`config.mk`:
```
export PLATFORM = sky130hd
export DESIGN_NAME = imem_loader
export DESIGN_NICKNAME = d
export VERILOG_FILES = /design/src/rtl/mips_pkg.sv /design/src/rtl/imem_word_assembler.sv /design/src/rtl/imem_loader.sv
export SDC_FILE = /design/constraint.sdc
export NUM_CORES = 1
export LEC_CHECK = 0
export ABC_CLOCK_PERIOD_IN_PS = 1750
export BUFFER_PORTS_ARGS = -buffer_cell sky130_fd_sc_hd__buf_2
export CELL_PAD_IN_SITES_DETAIL_PLACEMENT = 0
export CELL_PAD_IN_SITES_GLOBAL_PLACEMENT = 1
export CORE_MARGIN = 10
export CORE_UTILIZATION = 36
export CTS_CLUSTER_SIZE = 8
export DETAILED_ROUTE_END_ITERATION = 10
export PLACE_DENSITY_LB_ADDON = 0.1
export SLEW_MARGIN = 20
export SYNTH_ARGS = -nofsm -noshare
export SYNTH_HDL_FRONTEND = slang
export SYNTH_SLANG_ARGS = --single-unit
```
`constraint.sdc`:
```
create_clock -name clk -period 1.75 [get_ports clk]
set_input_delay 0 -clock clk [delete_from_list [all_inputs] [get_ports clk]]
set_output_delay 0 -clock clk [all_outputs]
set_load 0.05 [all_outputs]
```
`src/rtl/mips_pkg.sv`:
```
// Shared processor constants and the boot loader state encoding.
package mips_pkg;

  localparam int unsigned IMEM_WORDS      = 64;
  localparam int unsigned IMEM_ADDR_WIDTH = 6;

  typedef enum logic [2:0] {
    StIdle,
    StHeader,
    StLoad,
    StDrain,
    StCheck,
    StDone,
    StError
  } loader_state_e;

endpackage

```
`src/rtl/imem_word_assembler.sv`:
```
// Packs a byte stream into 32-bit big-endian words; word_valid_o pulses with byte 3.
module imem_word_assembler (
  input  logic        clk_i,
  input  logic        reset_i,
  input  logic        clear_i,
  input  logic        byte_valid_i,
  input  logic [7:0]  byte_data_i,
  output logic        word_valid_o,
  output logic [31:0] word_o
);

  logic [23:0] shift_q, shift_d;
  logic [1:0]  cnt_q, cnt_d;

  always_comb begin
    shift_d = shift_q;
    cnt_d   = cnt_q;
    if (clear_i) begin
      shift_d = '0;
      cnt_d   = '0;
    end else if (byte_valid_i) begin
      shift_d = {shift_q[15:0], byte_data_i};
      cnt_d   = cnt_q + 2'd1;
    end
  end

  // Word completes combinationally with the fourth byte; the top registers it.
  always_comb begin
    word_valid_o = byte_valid_i && !clear_i && (cnt_q == 2'd3);
    word_o       = {shift_q, byte_data_i};
  end

  always_ff @(posedge clk_i) begin
    if (reset_i) begin
      shift_q <= '0;
      cnt_q   <= '0;
    end else begin
      shift_q <= shift_d;
      cnt_q   <= cnt_d;
    end
  end

endmodule

```
`src/rtl/imem_loader.sv`:
```
// Boot-time instruction memory loader; holds the CPU until the program is written.
// Optional trailer checksum enabled by IMEM_LOADER_CHECKSUM_EN.
module imem_loader #(
  parameter int unsigned IMEM_WORDS = 64,
  parameter int unsigned ADDR_WIDTH = 6,
  parameter int unsigned DATA_WIDTH = 32
) (
  input  logic                  clk,
  input  logic                  reset,
  input  logic                  Start,
  input  logic                  ByteValid,
  input  logic [7:0]            ByteData,
  output logic                  ByteReady,
  output logic                  WriteEnable,
  output logic [ADDR_WIDTH-1:0] WriteAddress,
  output logic [DATA_WIDTH-1:0] WriteData,
  output logic                  CpuHold,
  output logic                  Busy,
  output logic                  Done,
  output logic                  Error
);
  import mips_pkg::*;

  loader_state_e         state_q, state_d;
  logic [ADDR_WIDTH-1:0] idx_q, idx_d;
  logic [ADDR_WIDTH-1:0] last_q, last_d;
  logic                  we_q, we_d;
  logic [ADDR_WIDTH-1:0] waddr_q, waddr_d;
  logic [DATA_WIDTH-1:0] wdata_q, wdata_d;
`ifdef IMEM_LOADER_CHECKSUM_EN
  logic [7:0]            acc_q, acc_d;
`endif

  logic        accept;
  logic        asm_clear;
  logic        asm_valid;
  logic        word_valid;
  logic [31:0] word;

  assign accept    = ByteValid && ByteReady;
  assign asm_valid = accept && (state_q == StLoad);

  imem_word_assembler u_asm (
    .clk_i        (clk),
    .reset_i      (reset),
    .clear_i      (asm_clear),
    .byte_valid_i (asm_valid),
    .byte_data_i  (ByteData),
    .word_valid_o (word_valid),
    .word_o       (word)
  );

  always_comb begin
    state_d   = state_q;
    idx_d     = idx_q;
    last_d    = last_q;
    we_d      = 1'b0;
    waddr_d   = waddr_q;
    wdata_d   = wdata_q;
    asm_clear = 1'b0;
`ifdef IMEM_LOADER_CHECKSUM_EN
    acc_d     = acc_q;
`endif
    unique case (state_q)
      StIdle, StDone, StError: begin
        if (Start) begin
          state_d   = StHeader;
          idx_d     = '0;
          asm_clear = 1'b1;
        end
      end
      StHeader: begin
        if (accept) begin
          // Header 0 encodes a full memory image.
          last_d  = (ByteData == 8'd0) ? ADDR_WIDTH'(IMEM_WORDS - 1)
                                       : ADDR_WIDTH'(ByteData - 8'd1);
          state_d = StLoad;
`ifdef IMEM_LOADER_CHECKSUM_EN
          acc_d   = ByteData;
`endif
        end
      end
      StLoad: begin
`ifdef IMEM_LOADER_CHECKSUM_EN
        if (accept) acc_d = acc_q + ByteData;
`endif
        if (word_valid) begin
          we_d    = 1'b1;
          waddr_d = idx_q;
          wdata_d = word;
          if (idx_q == last_q) state_d = StDrain;
          else                 idx_d   = idx_q + 1'b1;
        end
      end
      StDrain: begin
`ifdef IMEM_LOADER_CHECKSUM_EN
        state_d = StCheck;
`else
        state_d = StDone;
`endif
      end
      StCheck: begin
`ifdef IMEM_LOADER_CHECKSUM_EN
        if (accept) state_d = (ByteData == acc_q) ? StDone : StError;
`else
        state_d = StDone;
`endif
      end
      default: state_d = StIdle;
    endcase
  end

  always_comb begin
    ByteReady = (state_q == StHeader) || (state_q == StLoad) || (state_q == StCheck);
    Busy      = ByteReady || (state_q == StDrain);
    Done      = (state_q == StDone);
    CpuHold   = !Done;
`ifdef IMEM_LOADER_CHECKSUM_EN
    Error     = (state_q == StError);
`else
    Error     = 1'b0;
`endif
    WriteEnable  = we_q;
    WriteAddress = waddr_q;
    WriteData    = wdata_q;
  end

  always_ff @(posedge clk) begin
    if (reset) begin
      state_q <= StIdle;
      idx_q   <= '0;
      last_q  <= '0;
      we_q    <= 1'b0;
      waddr_q <= '0;
      wdata_q <= '0;
`ifdef IMEM_LOADER_CHECKSUM_EN
      acc_q   <= '0;
`endif
    end else begin
      state_q <= state_d;
      idx_q   <= idx_d;
      last_q  <= last_d;
      we_q    <= we_d;
      waddr_q <= waddr_d;
      wdata_q <= wdata_d;
`ifdef IMEM_LOADER_CHECKSUM_EN
      acc_q   <= acc_d;
`endif
    end
  end

endmodule

```
==> out/qor.yml, run 1 <==
detailed_routing:
  drcViolationCount: 0
  drt_pass1_iterations: 4
  detailroute.via_count: 2866
  drt_first_iter_violations: 104
  average_via_count_per_standard_cell: 4.908
  routed_wire_length_um: 8627
  route.antenna.remaining_nets: 0
  routed_wire_length_per_instance_um: 14.77
clock_tree:
  tritoncts_clock_tree: "built"
  cts.sink_count: 80
  clk_latency_ns: 0.35
  cts_inserted_buffers: 9
  cts-htree-levels: 3
  cts.root.buffer_cell: "sky130_fd_sc_hd__clkbuf_8"
  clock_tree.buffer_depth: 2
  clkTransAtPathRegs_ns: 0.09
power_and_ir_drop:
  power.leakage_uw: 0.001552
  p_per_area_nw_per_um2: 1102
  vdd_drop_max_uv: 352.8
grt:
  grt.overflow.total: 0
  grt_first_pass_wirelength_um: 14310
  antenna_found_initial: 0
  grt_max_degree: 40
  grtUsageTotal: 0.1360
  grt_pass1_vias: 2782
sta:
  report.final.hold_viol_count: 0
  grt_setup_unrepaired: "false"
  final_period_minus_worst_setup_slack_ns: 1.672
  worst_clock_skew_ns: 0.005827
  worst_hold_slack_ns: 0.05745
  final-setup-viol-count: 0
  min_period_over_period: 0.9557
  final-max-slew-violation-count: 0
  max_freq_mhz: 597.9
placement:
  numPortBuffers: 54
  gp_congestion: 0.8002
  placedCellCount: 557
  hpwl_um: 5880
synth:
  yosysTopAreaCell: "sky130_fd_sc_hd__dfxtp_1"
  post-synth-top-area-fraction: 0.5047
  synth_area_per_cell_um2: 7.913
  synthesis.instances: 401
  synth_cell_type_count: 37
  post_synth_main_area_contributors: "sky130_fd_sc_hd__dfxtp_1 50%, sky130_fd_sc_hd__nand2_1 16%, sky130_fd_sc_hd__a21oi_1 11%"
  synthesis.area_um2: 3173
  ys.warnings.count: 0
  number_of_synthesized_register_bits: 80
  syn_nets: 417
  seq_area_frac_synth: 0.5047
floorplan:
  start_util: 0.3674
  die_width_um: 113.9
  total_die_area_um2: 12970
  core-area_um2: 8636
  row_count: 34
  boundaryPins: 56
  floorplan.die.height_um: 113.9
critical_path:
  critical_path_peak_fanout: 5
  crit_path_top_delay_cell: "sky130_fd_sc_hd__or3_4"
  critical_path_required_ns: 2.04
  critical_path.max_stage_delay_ns: 0.36
  crit_chain: "ha_2, nand2_1, or3_4, a21o_4, or3_1, a31oi_1"
  path_buf_inv: 0
  critical_path_class: "reg2reg"
  critical_path.top_delay_family: "simple AND/OR/NAND/NOR gates"
  crit_path_end_kind: "register"
  critical_path_arrival_ns: 1.96
  startpoint_type: "register"
flow_run:
  timing.max_cap.violations: 0
finish:
  syn_to_final_growth_pct: 26.46
  leading_cell_type_in_the_layout_fill_and_taps_excluded: "sky130_fd_sc_hd__nand2_1"
  fillerInstances: 914
  antenna_cells_inserted: 0
  finalNetCount: 487
  count_of_placed_standard_cells_in_the_final_layout_fillers_left_out: 584
  final_cell_mix: "134 x sky130_fd_sc_hd__nand2_1, 78 x sky130_fd_sc_hd__dfxtp_1, 69 x sky130_fd_sc_hd__a21oi_1"
  final_layout_size_suffix_gt1_frac: 0.2227
status:
  result_of_the_run: "completed"
worst_hold_path:
  min_path_type: "in2reg"
==> power by group <==
part	internal (uW)	switching, uW	leakage [uW]
registers	1890	51.7	0.000646
logic	362	688	0.000805
clock network	710	718	0.000100
total	2970	1460	0.00155
==> final cells by class <==
cell class,instances,area (um^2),area share
Sequential cell,80,1604,0.3998
Multi-Input combinational cell,290,1476,0.3679
Timing Repair Buffer,85,573.1,0.1428
Clock buffer,11,141.4,0.03524
Tap cell,108,135.1,0.03368
Clock inverter,5,63.81,0.01590
Inverter,5,18.77,0.004677
==> registers in the layout, summed over array words and instances, names as in the netlist <==
name,flops
WriteData,32
u_asm.shift_q,24
WriteAddress,6
idx_q,6
last_q,6
state_q,3
u_asm.cnt_q,2
WriteEnable,1
==> what timing repair did <==
| action | 4_1_cts | 5_1_grt |
|---|---|---|
| endpoints found under the setup margin | 3 | 18 |
| hold buffers | 8 | 0 |
| gates resized for setup | 3 | 3 |
| buffers inserted | 0 | 2 |
| gates cloned | 0 | 1 |
| hold endpoints to repair | 17 | 0 |
| pin swaps | 0 | 2 |
==> cells by family after synthesis <==
group / after synthesis / share of synthesized area
xor gates and xnor gates: 13 / 0.03588
AOI/OAI and AO/OA: 93 / 0.1640
buffers and inverters: 32 / 0.04495
other: 1 / 0.001182
and+or+nand+nor: 178 / 0.2334
adders and majority gates: 4 / 0.01577
DFF: 80 / 0.5047
==> per-layer routing <==
metal	vias to the layer above	routed length (um)	track usage	part of all wire
met2	64	3572	0.1985	0.41
met5	-	0	0	0
met4	0	140	0.05681	0.016
met1	1315	4470	0.1851	0.52
met3	11	444	0.03570	0.051
li1	1476	-	-	-
==> cell usage after synthesis, drive strengths merged <==
cell    count
inv         5
or3         4
o221a       1
nand2b      1
nor3b       1
nor4b       1
o22ai       1
o31ai       1
or2         1
a21o        1
o21ai       4
nand2     134
a21boi      1
a211oi      7
a22oi       1
o211ai      1
conb        1
xor2        8
a21oi      69
nor2b       2
a41o        1
nand3      10
xnor2       5
nor2       14
nand4       1
a31oi       4
nor4        2
ha          4
buf        10
and2        2
o31a        1
nor3        5
dfxtp      80
clkbuf     17
==> path summary, 6_finish.rpt <==
path / startpoint / to / slack, ns / cells past startpoint
worst max-delay path: u_asm.cnt_q[1] / idx_q[4] / 0.08 / 6
worst min-delay path: reset / state_q[2] / 0.06 / 2
worst max register to register: u_asm.cnt_q[1] / idx_q[4] / 0.08 / 6
worst min register to register: WriteAddress[2] / WriteAddress[2] / 0.45 / 2
==> per-stage QoR <==
step	total power [uW]	TNS (ns)	util	area, um^2	setup slack [ns]
floorplan	2693	0	-	3184	0.00004308
global placement	2984	-0.008001	0.4251	3671	-0.008001
detailed placement	2988	-0.04084	0.4251	3671	-0.04084
CTS	4443	0	0.4597	3970	0.003464
global route	4670	0	0.4646	4013	0.008360
finish	4424	0	0.4646	4013	0.07758
Power figures use the tool's default switching activity.
==> inputs of run 2 (changes only) <==
--- a/config.mk
+++ b/config.mk
@@ -6,13 +6,13 @@
 export NUM_CORES = 1
 export LEC_CHECK = 0
 export ABC_CLOCK_PERIOD_IN_PS = 1750
-export BUFFER_PORTS_ARGS = -buffer_cell sky130_fd_sc_hd__buf_2
 export CELL_PAD_IN_SITES_DETAIL_PLACEMENT = 0
 export CELL_PAD_IN_SITES_GLOBAL_PLACEMENT = 1
 export CORE_MARGIN = 10
-export CORE_UTILIZATION = 36
+export CORE_UTILIZATION = 41
 export CTS_CLUSTER_SIZE = 8
 export DETAILED_ROUTE_END_ITERATION = 10
+export DONT_BUFFER_PORTS = 1
 export PLACE_DENSITY_LB_ADDON = 0.1
 export SLEW_MARGIN = 20
 export SYNTH_ARGS = -nofsm -noshare
==> run 2 against run 1 <==
  * Design area up 0.78%
  * Routed wire length is 4.8% lower
  * Critical endpoint unchanged
  * Largest power group unchanged
  * Critical path depth unchanged
  * Maximum frequency is 2.4% higher
  * Count of clock-buffer cells in the layout fell by 1
  * First-iteration DRC count increased by 6.7%
  * Die area decreased by 10%
  * Sequential share of layout area shrank 0.31 points
  * Hold slack worse by 0.024 ns
==> out/qor.yml, run 2 (same netlist as run 1, synthesis figures left out) <==
floorplan:
  core-area_um2: 7607  # -12%
  start_util: 0.4171  # +0.04968
  total_die_area_um2: 11660  # -10%
  die_width_um: 108.0  # -5.2%
  boundaryPins: 56  # unchanged
  floorplan.die.height_um: 108.0  # -5.2%
  row_count: 32  # -5.9%
clock_tree:
  clkTransAtPathRegs_ns: 0.09  # about the same
  cts.sink_count: 80  # unchanged
  cts_inserted_buffers: 9  # unchanged
  tritoncts_clock_tree: "built"
  cts.root.buffer_cell: "sky130_fd_sc_hd__clkbuf_8"
  clk_latency_ns: 0.35  # about the same
  cts-htree-levels: 3  # unchanged
  clock_tree.buffer_depth: 2  # unchanged
power_and_ir_drop:
  power.leakage_uw: 0.001506  # -2.9%
  switching_share: 0.3145  # -0.01511
  p_comb_frac: 0.231  # -0.007
  power.internal_uw: 3075  # +3.7%
  share_seq_of_total_power: 0.433  # -0.007
  clock_power_share: 0.336  # +0.013
  p_per_area_nw_per_um2: 1109  # +0.62%
  vdd_drop_max_uv: 595.4  # +69%
  total_switching_power_uw: 1411  # -3.2%
worst_hold_path:
  min_path_type: "in2reg"
detailed_routing:
  drt_pass1_iterations: 4  # unchanged
  routed_wire_length_um: 8213  # -4.8%
  detailroute.via_count: 2818  # -1.7%
  drt_first_iter_violations: 111  # +6.7%
  route.antenna.remaining_nets: 0  # unchanged
  routed_wire_length_per_instance_um: 14.49  # -1.9%
  drcViolationCount: 0  # unchanged
  average_via_count_per_standard_cell: 4.970  # +1.3%
critical_path:
  critical_path_peak_fanout: 6  # +1
  ff2ff_setup_slack_ns: 0.12  # +0.04 ns
  critical_path_arrival_ns: 1.91  # -0.05 ns
  crit_chain: "ha_2, nand2_1, or3_4, a21o_4, or3_1, a31oi_1"
  critical_path_required_ns: 2.03  # about the same
  critical_path_class: "reg2reg"
  crit_path_top_delay_cell: "sky130_fd_sc_hd__or3_1"
  startpoint_type: "register"
  critical_path.max_stage_delay_ns: 0.34  # -0.02 ns
  crit_path_end_kind: "register"
placement:
  gp_congestion: 0.7982  # -0.25%
  hpwl_um: 5423  # -7.8%
  numPortBuffers: 0  # -100%
  place_ws_ns: -0.01196  # +0.02888 ns
flow_run:
  timing.max_cap.violations: 0  # unchanged
grt:
  grt.overflow.total: 0  # unchanged
  grt_first_pass_wirelength_um: 13610  # -4.9%
  grtUsageTotal: 0.1428  # +0.006750
  grt_max_degree: 53  # +33%
  antenna_found_initial: 0  # unchanged
  grt_pass1_vias: 2695  # -3.1%
finish:
  flip_flop_count_of_the_largest_register_all_copies_and_words_added: 32  # unchanged
  fillerInstances: 773  # -15%
  final_layout_size_suffix_gt1_frac: 0.1957  # -0.02699
  final_cell_mix: "134 x sky130_fd_sc_hd__nand2_1, 78 x sky130_fd_sc_hd__dfxtp_1, 69 x sky130_fd_sc_hd__a21oi_1"
  leading_cell_type_in_the_layout_fill_and_taps_excluded: "sky130_fd_sc_hd__nand2_1"
  finalNetCount: 476  # -2.3%
  antenna_cells_inserted: 0  # unchanged
  layout.core_utilization: 0.5316  # +0.06693
  syn_to_final_growth_pct: 27.44
sta:
  worst_clock_skew_ns: 0.008798  # +0.002971 ns
  worst_slack_ns: 0.1170  # +0.03937 ns
  grt_setup_unrepaired: "false"
  final-setup-viol-count: 0  # unchanged
  final-max-slew-violation-count: 0  # unchanged
  final_period_minus_worst_setup_slack_ns: 1.633  # -0.03937 ns
  report.final.hold_viol_count: 0  # unchanged
  max_freq_mhz: 612.4  # +2.4%
  min_period_over_period: 0.9332  # -0.02250
status:
  result_of_the_run: "completed"
[run 2: worst max-delay path, delay by kind of cell (launching register included)]
kind / cells / cell delay, ns
and+or+nand+nor: 3 / 0.74
adders and majority gates: 1 / 0.17
DFF: 1 / 0.33
AOI/OAI and AO/OA: 2 / 0.33
[run 2: path summary, 6_finish.rpt]
path	start	endpoint	depth (start not counted)
setup / recovery	u_asm.cnt_q[1]	idx_q[4]	6
hold / removal	ByteData[3]	last_q[4]	4
setup reg to reg	u_asm.cnt_q[1]	idx_q[4]	6
hold reg to reg	WriteData[29]	WriteData[29]	2
[run 2: per-stage QoR]
step	hold slack (ns)	std cells	area, um^2	setup TNS [ns]	power, uW
final	0.03315	567	4044	0	4486
after global routing	0.05412	567	4044	0	4693
after CTS	0.02239	566	4028	0	4512
after detailed placement	0.07878	538	3676	-0.01196	2957
after global placement	0.07566	538	3676	0	2948
after floorplan	0.09563	401	3184	0	2693
[run 2: power by group through the flow]
stage / logic, uW / clock network, uW / registers, uW
floorplan: 714 / 0 / 1980
global placement: 964 / 0 / 1980
detailed placement: 972 / 0 / 1990
CTS: 1030 / 1540 / 1940
global route: 1130 / 1610 / 1950
finish: 1040 / 1510 / 1940
[run 2: routing by layer]
metal | share of wire | wire [um] | track usage
met1 | 0.50 | 4138 | 0.2017
met2 | 0.41 | 3342 | 0.1953
met3 | 0.085 | 694 | 0.04700
met4 | 0.0046 | 38 | 0.05439
met5 | 0 | 0 | 0
[run 2: layout make-up]
cell class / count / area [um^2] / area share
clock buffer: 10 / 127.6 / 0.03156
clock inverter: 6 / 91.34 / 0.02259
inverter: 5 / 18.77 / 0.004641
multi-input combinational: 289 / 1449 / 0.3583
sequential: 80 / 1604 / 0.3967
tap: 102 / 127.6 / 0.03156
timing repair buffer: 75 / 625.6 / 0.1547
[run 2: repair_timing]
action	in CTS	in global routing
pin swaps	0	2
setup buffers	1	1
endpoints found under the hold margin	61	0
endpoints found under the setup margin	1	3
resized for setup	1	2
hold buffers	11	0
